**config.mk**
```make
export PLATFORM = sky130hd
export DESIGN_NAME = ex_stage
export DESIGN_NICKNAME = d
export VERILOG_FILES = /design/src/rtl/mips_pkg.sv /design/src/rtl/alu_core.sv /design/src/rtl/ex_stage.sv
export SDC_FILE = /design/constraint.sdc
export NUM_CORES = 1
export LEC_CHECK = 0
export BUFFER_PORTS_ARGS = -buffer_cell sky130_fd_sc_hd__buf_2
export CORE_ASPECT_RATIO = 1.2
export CORE_MARGIN = 2
export CORE_UTILIZATION = 53
export CTS_BUF_LIST = sky130_fd_sc_hd__clkbuf_8
export DETAILED_ROUTE_END_ITERATION = 12
export GPL_TIMING_DRIVEN = 0
export PLACE_DENSITY = 0.78
export SLEW_MARGIN = 10
export SYNTH_ARGS = -nofsm -noshare
export SYNTH_HDL_FRONTEND = slang
export SYNTH_SLANG_ARGS = --single-unit
```
**constraint.sdc**
```tcl
create_clock -name clk -period 6.3 [get_ports clk]
set_input_delay 0.63 -clock clk [delete_from_list [all_inputs] [get_ports clk]]
set_output_delay 0.63 -clock clk [all_outputs]
set_load 0.01 [all_outputs]
```
**src/rtl/mips_pkg.sv**
```systemverilog
// mips_pkg: alu_op codes and control-bus bit positions shared by decoder and execute stage
package mips_pkg;
  localparam logic [2:0] ALU_ADD = 3'b001;
  localparam logic [2:0] ALU_SUB = 3'b010;
  localparam logic [2:0] ALU_AND = 3'b011;
  localparam logic [2:0] ALU_OR  = 3'b100;
  localparam logic [2:0] ALU_BEQ = 3'b110;
  localparam int EXE_REGDST = 0;
  localparam int EXE_ALUSRC = 1;
  localparam int EXE_OP_LO  = 2;
  localparam int EXE_OP_HI  = 4;
  localparam int MEM_WR = 0;
  localparam int MEM_RD = 1;
  function automatic logic alu_legal(input logic [2:0] op);
    return op == ALU_ADD || op == ALU_SUB || op == ALU_AND || op == ALU_OR || op == ALU_BEQ;
  endfunction
endpackage

```
**src/rtl/alu_core.sv**
```systemverilog
// alu_core: combinational add/sub/and/or with zero flag; beq reuses subtraction
module alu_core import mips_pkg::*; #(
  parameter int DATA_W = 32
) (
  input  logic [2:0]        alu_op,
  input  logic [DATA_W-1:0] a,
  input  logic [DATA_W-1:0] b,
  output logic [DATA_W-1:0] result,
  output logic              zero
);
  always_comb begin
    result = alu_op == ALU_ADD ? a + b :
             (alu_op == ALU_SUB || alu_op == ALU_BEQ) ? a - b :
             alu_op == ALU_AND ? a & b :
             alu_op == ALU_OR  ? a | b : '0;
    zero = result == '0;
  end
endmodule

```
**src/rtl/ex_stage.sv**
```systemverilog
// ex_stage: MIPS execute stage with EX/MEM forwarding, beq resolution and the EX/MEM register
module ex_stage import mips_pkg::*; #(
  parameter int DATA_W = 32,
  parameter int REG_AW = 5
) (
  input  logic              clk,
  input  logic              rst,
  input  logic              in_valid,
  input  logic              stall,
  input  logic              flush,
  input  logic              we_control,
  input  logic [1:0]        mem_control,
  input  logic [4:0]        exe_control,
  input  logic [REG_AW-1:0] rs_addr,
  input  logic [REG_AW-1:0] rt_addr,
  input  logic [REG_AW-1:0] rd_addr,
  input  logic [DATA_W-1:0] rs_data,
  input  logic [DATA_W-1:0] rt_data,
  input  logic [DATA_W-1:0] imm,
  input  logic [DATA_W-1:0] pc_plus4,
  output logic              exm_valid,
  output logic [DATA_W-1:0] exm_alu_result,
  output logic [DATA_W-1:0] exm_store_data,
  output logic [REG_AW-1:0] exm_wr_addr,
  output logic              exm_reg_write,
  output logic              exm_mem_rd,
  output logic              exm_mem_wr,
  output logic              exm_mem_to_reg,
  output logic              branch_taken,
  output logic [DATA_W-1:0] branch_target,
  output logic              illegal_op,
  output logic              load_use_hazard
);
  logic [2:0]        alu_op;
  logic              is_beq, uses_rt, fwd_ok, valid, zero;
  logic [DATA_W-1:0] fwd_rs, fwd_rt, op_b, result;
  logic [REG_AW-1:0] wr_addr;
  always_comb begin
    alu_op  = exe_control[EXE_OP_HI:EXE_OP_LO];
    is_beq  = alu_op == ALU_BEQ;
    uses_rt = exe_control[EXE_REGDST] | mem_control[MEM_WR] | is_beq;
    // loads are excluded: their result is an address, not the value headed for the register
    fwd_ok  = exm_valid & exm_reg_write & ~exm_mem_to_reg & (exm_wr_addr != '0);
    fwd_rs  = (fwd_ok && exm_wr_addr == rs_addr) ? exm_alu_result : rs_data;
    fwd_rt  = (fwd_ok && exm_wr_addr == rt_addr) ? exm_alu_result : rt_data;
    op_b    = (exe_control[EXE_ALUSRC] && !is_beq) ? imm : fwd_rt;
    wr_addr = exe_control[EXE_REGDST] ? rd_addr : rt_addr;
    load_use_hazard = in_valid & exm_valid & exm_mem_rd & (exm_wr_addr != '0) &
                      ((exm_wr_addr == rs_addr) | ((exm_wr_addr == rt_addr) & uses_rt));
    valid = in_valid & ~load_use_hazard & alu_legal(alu_op);
  end
  alu_core #(.DATA_W(DATA_W)) u_alu (.alu_op(alu_op), .a(fwd_rs), .b(op_b), .result(result), .zero(zero));
  always_ff @(posedge clk or posedge rst) begin
    if (rst) begin
      exm_valid      <= 1'b0;
      exm_alu_result <= '0;
      exm_store_data <= '0;
      exm_wr_addr    <= '0;
      exm_reg_write  <= 1'b0;
      exm_mem_rd     <= 1'b0;
      exm_mem_wr     <= 1'b0;
      exm_mem_to_reg <= 1'b0;
      branch_taken   <= 1'b0;
      branch_target  <= '0;
      illegal_op     <= 1'b0;
    end else if (flush) begin
      exm_valid      <= 1'b0;
      exm_reg_write  <= 1'b0;
      exm_mem_rd     <= 1'b0;
      exm_mem_wr     <= 1'b0;
      exm_mem_to_reg <= 1'b0;
      branch_taken   <= 1'b0;
      illegal_op     <= 1'b0;
    end else if (!stall) begin
      exm_valid      <= valid;
      exm_alu_result <= result;
      exm_store_data <= fwd_rt;
      exm_wr_addr    <= wr_addr;
      exm_reg_write  <= valid & ~mem_control[MEM_WR] & ~is_beq & (wr_addr != '0);
      exm_mem_rd     <= valid & mem_control[MEM_RD] & ~is_beq;
      exm_mem_wr     <= valid & mem_control[MEM_WR] & ~is_beq;
      exm_mem_to_reg <= valid & we_control;
      branch_taken   <= valid & is_beq & zero;
      branch_target  <= pc_plus4 + (imm << 2);
      illegal_op     <= in_valid & ~load_use_hazard & ~alu_legal(alu_op);
    end
  end
endmodule

```
==> qor.yml <==
status:
  status: "completed"
timing:
  post-route-min-period_ns: 6.02
  relSlewSlack: 0.416
  hold_viol: 0
  rsz0062_at_grt: "false"
  worst_pin_slew_ns: 0.876
  period_share: 0.956
  whs_ns: 0.139
  drv_slew: 0
  fin_skew_ns: 0.0169
  fin_tns_setup_ns: 0
  fmax_mhz: 166
  finalSetupViolCount: 0
worst_setup_path:
  ff2ff_path_depth: 18
  crit_chain: "xnor2_1 -> nand3_1 -> nor2_1 -> clkbuf_1 -> mux2_2 -> ha_1 -> buf_2 -> nor4_2 -> and3_1 -> a2111oi_2 -> o21ai_2 -> a31oi_1 -> o31ai_1 -> o211ai_1 -> o311ai_2 -> nor4_2 -> nand4_1 -> o21ai_1"
  max_stage_delay_ns: 0.69
  r2r_slack_ns: 0.28
  critPathMaxFanout: 10
  worstPathRequired_ns: 6.63
  critical_path_class: "reg2reg"
  worstSetupEndpointType: "flip-flop"
  worstReg2RegEnd: "branch_taken"
  slowest_stage: "clkbuf_1"
  crit_arrival_ns: 6.35
  reg2reg_from: "exm_wr_addr[1]"
  startpoint_type: "flip-flop"
  crit_top_cell: "nor4_2"
synth:
  async_flop_share: 1.00
  syn_nets: 1857
  seq_area_frac_synth: 0.219
  synth_flop_cell: "dfrtp_1"
  yosysTopAreaCellShare: 0.219
  ys_seq_elements: 108
  yosysWarnings: 0
  synth_top_area_cell: "dfrtp_1"
  syn_avg_cell_area_sq_um: 7.85
  ys_types: 101
  synthesis.area_sq_um: 12300
  synthTopCellsByArea: "dfrtp_1 22%, ha_1 13%, nand2_1 6.9%, o21ai_0 6.4%, a21oi_1 3.9%"
  synthCells: 1574
  synth_edf_count: 0
pwr:
  p_sw_w: 0.00123
  p_leak_nw: 6.93
  seq_power_share: 0.338
  swShare: 0.446
  pwr-share-comb: 0.502
  p_clk_frac: 0.160
  power.density_nw_per_um2: 193
  power.internal_w: 0.00153
  ir_worst_vdd_uv: 93.1
place:
  placed_area_sq_um: 14100
  place.port_buffers: 263
  gp_congestion: 1.02
  dpl.cell_count: 2153
  dp_hpwl_um: 39300
clock_network:
  cts_resized: 0
  cts_tree: "done"
  cts-root-buf: "clkbuf_8"
  post-cts-setup-buffer-count: 0
  path_clk_slew_ns: 0.11
  cts_max_path_buffers: 2
  cts.sinks: 108
  cts_hold_buf: 0
  h-tree-depth: 3
  worstSkewPairLatency_ns: 0.40
  cts_made_buffers: 9
finish:
  final_common_cell: "buf_2"
  final_cells: 2173
  area_growth_pct: 15.9
  layout_common_cells: "272 x buf_2, 227 x nand2_1, 158 x o21ai_0"
  finalInstanceArea_sq_um: 14300
  top_regs: "branch_target (32), exm_alu_result (32), exm_store_data (32)"
  post-route-util: 0.621
  fin_nets: 2132
  drive_gt1_frac: 0.213
floorplan:
  dieArea_sq_um: 24500
  rows: 61
  ios: 265
  core-area_sq_um: 23000
  die_height_um: 171
  fp.dieW_um: 143
  start_util: 0.536
global_route:
  grt-ovfl-total: 0
  grt_pass1_vias: 12600
  gr-usage-all-layers: 0.382
  antenna_found_initial: 2
  grt_max_degree: 93
  grt_pass1_wl_um: 71700
route:
  drtAntennaViolNets: 0
  drt-initial-drc-count: 1379
  wl_um: 48100
  drtPass1Iterations: 6
  drc_errors: 0
  wl_per_cell_um: 22.1
  routed_via_density: 6.21
  vias: 13500
run:
  max-cap-violations: 0
hold_path:
  hold_class: "in2async"
-- synthesized netlist by cell type (9+ instances only) --
cell type and number:
mux2_2 36, o21a_1 38, xor2_1 25, clkbuf_1 53, nand2b_1 14, a211oi_1 11
o211ai_1 10, clkbuf_8 13, nand3_1 23, o22ai_1 9, o21ai_1 9, mux2i_1 47
inv_1 113, ha_1 124, o21ai_0 158, dfrtp_1 108, o31ai_1 11, buf_2 9
xnor2_1 15, o221ai_1 10, nand4_1 9, nand2_1 227, nor2b_1 17, a21o_1 25
nor4_1 11, nor2_1 90, nor3_1 43, a31oi_1 16, a21oi_1 97, o21bai_1 17
-- metrics by stage --
stage	worst slack [ns]	power (W)
finish	0.278	0.00276
global placement	-0.622	0.00226
floorplan	1.41	0.00178
CTS	0.144	0.00272
global route	0.0270	0.00292
detailed placement	-0.246	0.00229
-- worst max path at each step --
| stage | end | cells past startpoint | slack (ns) | start |
|---|---|---|---|---|
| after detailed placement | branch_taken | 21 | -0.25 | exe_control[2] |
| after global routing | branch_taken | 20 | 0.03 | exm_wr_addr[3] |
| after floorplan | branch_taken | 21 | 1.41 | rt_addr[3] |
| final | branch_taken | 18 | 0.28 | exm_wr_addr[1] |
| after global placement | branch_taken | 21 | -0.62 | exe_control[2] |
| after CTS | branch_taken | 21 | 0.14 | exe_control[2] |
-- metal layers --
| layer | vias up | global-route usage | share of wire |
|---|---|---|---|
| li1 | 6201 | - | - |
| met1 | 6359 | 0.469 | 0.39 |
| met2 | 759 | 0.636 | 0.47 |
| met3 | 184 | 0.0743 | 0.091 |
| met4 | 0 | 0.197 | 0.056 |
| met5 | - | 0 | 0 |
-- power groups by stage --
stage	Sequential, W	Combinational (W)	Clock, W
2_1_floorplan	0.000953	0.000830	0
3_3_place_gp	0.000940	0.00133	0
3_5_place_dp	0.000943	0.00134	0
4_1_cts	0.000929	0.00135	0.000441
5_1_grt	0.000941	0.00151	0.000464
6_report	0.000935	0.00139	0.000442
-- worst max-delay path: cells and delay by family, from the launching register on --
| family | cells | cell delay, ns |
|---|---|---|
| AO/OA/AOI/OAI | 7 | 1.99 |
| adder cells (fa/ha/maj) | 1 | 0.28 |
| multiplexers | 1 | 0.46 |
| buffers and inverters | 2 | 0.92 |
| AND/OR/NAND/NOR | 6 | 1.52 |
| XOR/XNOR | 1 | 0.33 |
| flip-flops | 1 | 0.46 |
-- layout make-up --
class | count | area, sq um
Fill cell | 2153 | 8740
Multi-Input combinational cell | 1264 | 8680
Sequential cell | 108 | 2700
Timing Repair Buffer | 264 | 1340
Buffer | 88 | 549
Inverter | 114 | 433
Tap cell | 315 | 394
Clock buffer | 9 | 124
Clock inverter | 7 | 73.8
Antenna cell | 4 | 10.0
-- logic make-up (layout without fill, tap and decap cells) --
kind of cell,after synthesis,after routing,share of synthesized area
compound gates,518,518,0.282
simple gates,495,495,0.189
buf+inv,202,482,0.0788
fa+ha+maj,127,127,0.131
flops,108,108,0.219
mux,84,84,0.0718
xor+xnor,40,40,0.0284
other cells,0,4,0
Note: power is estimated with default switching activity, not from simulation.
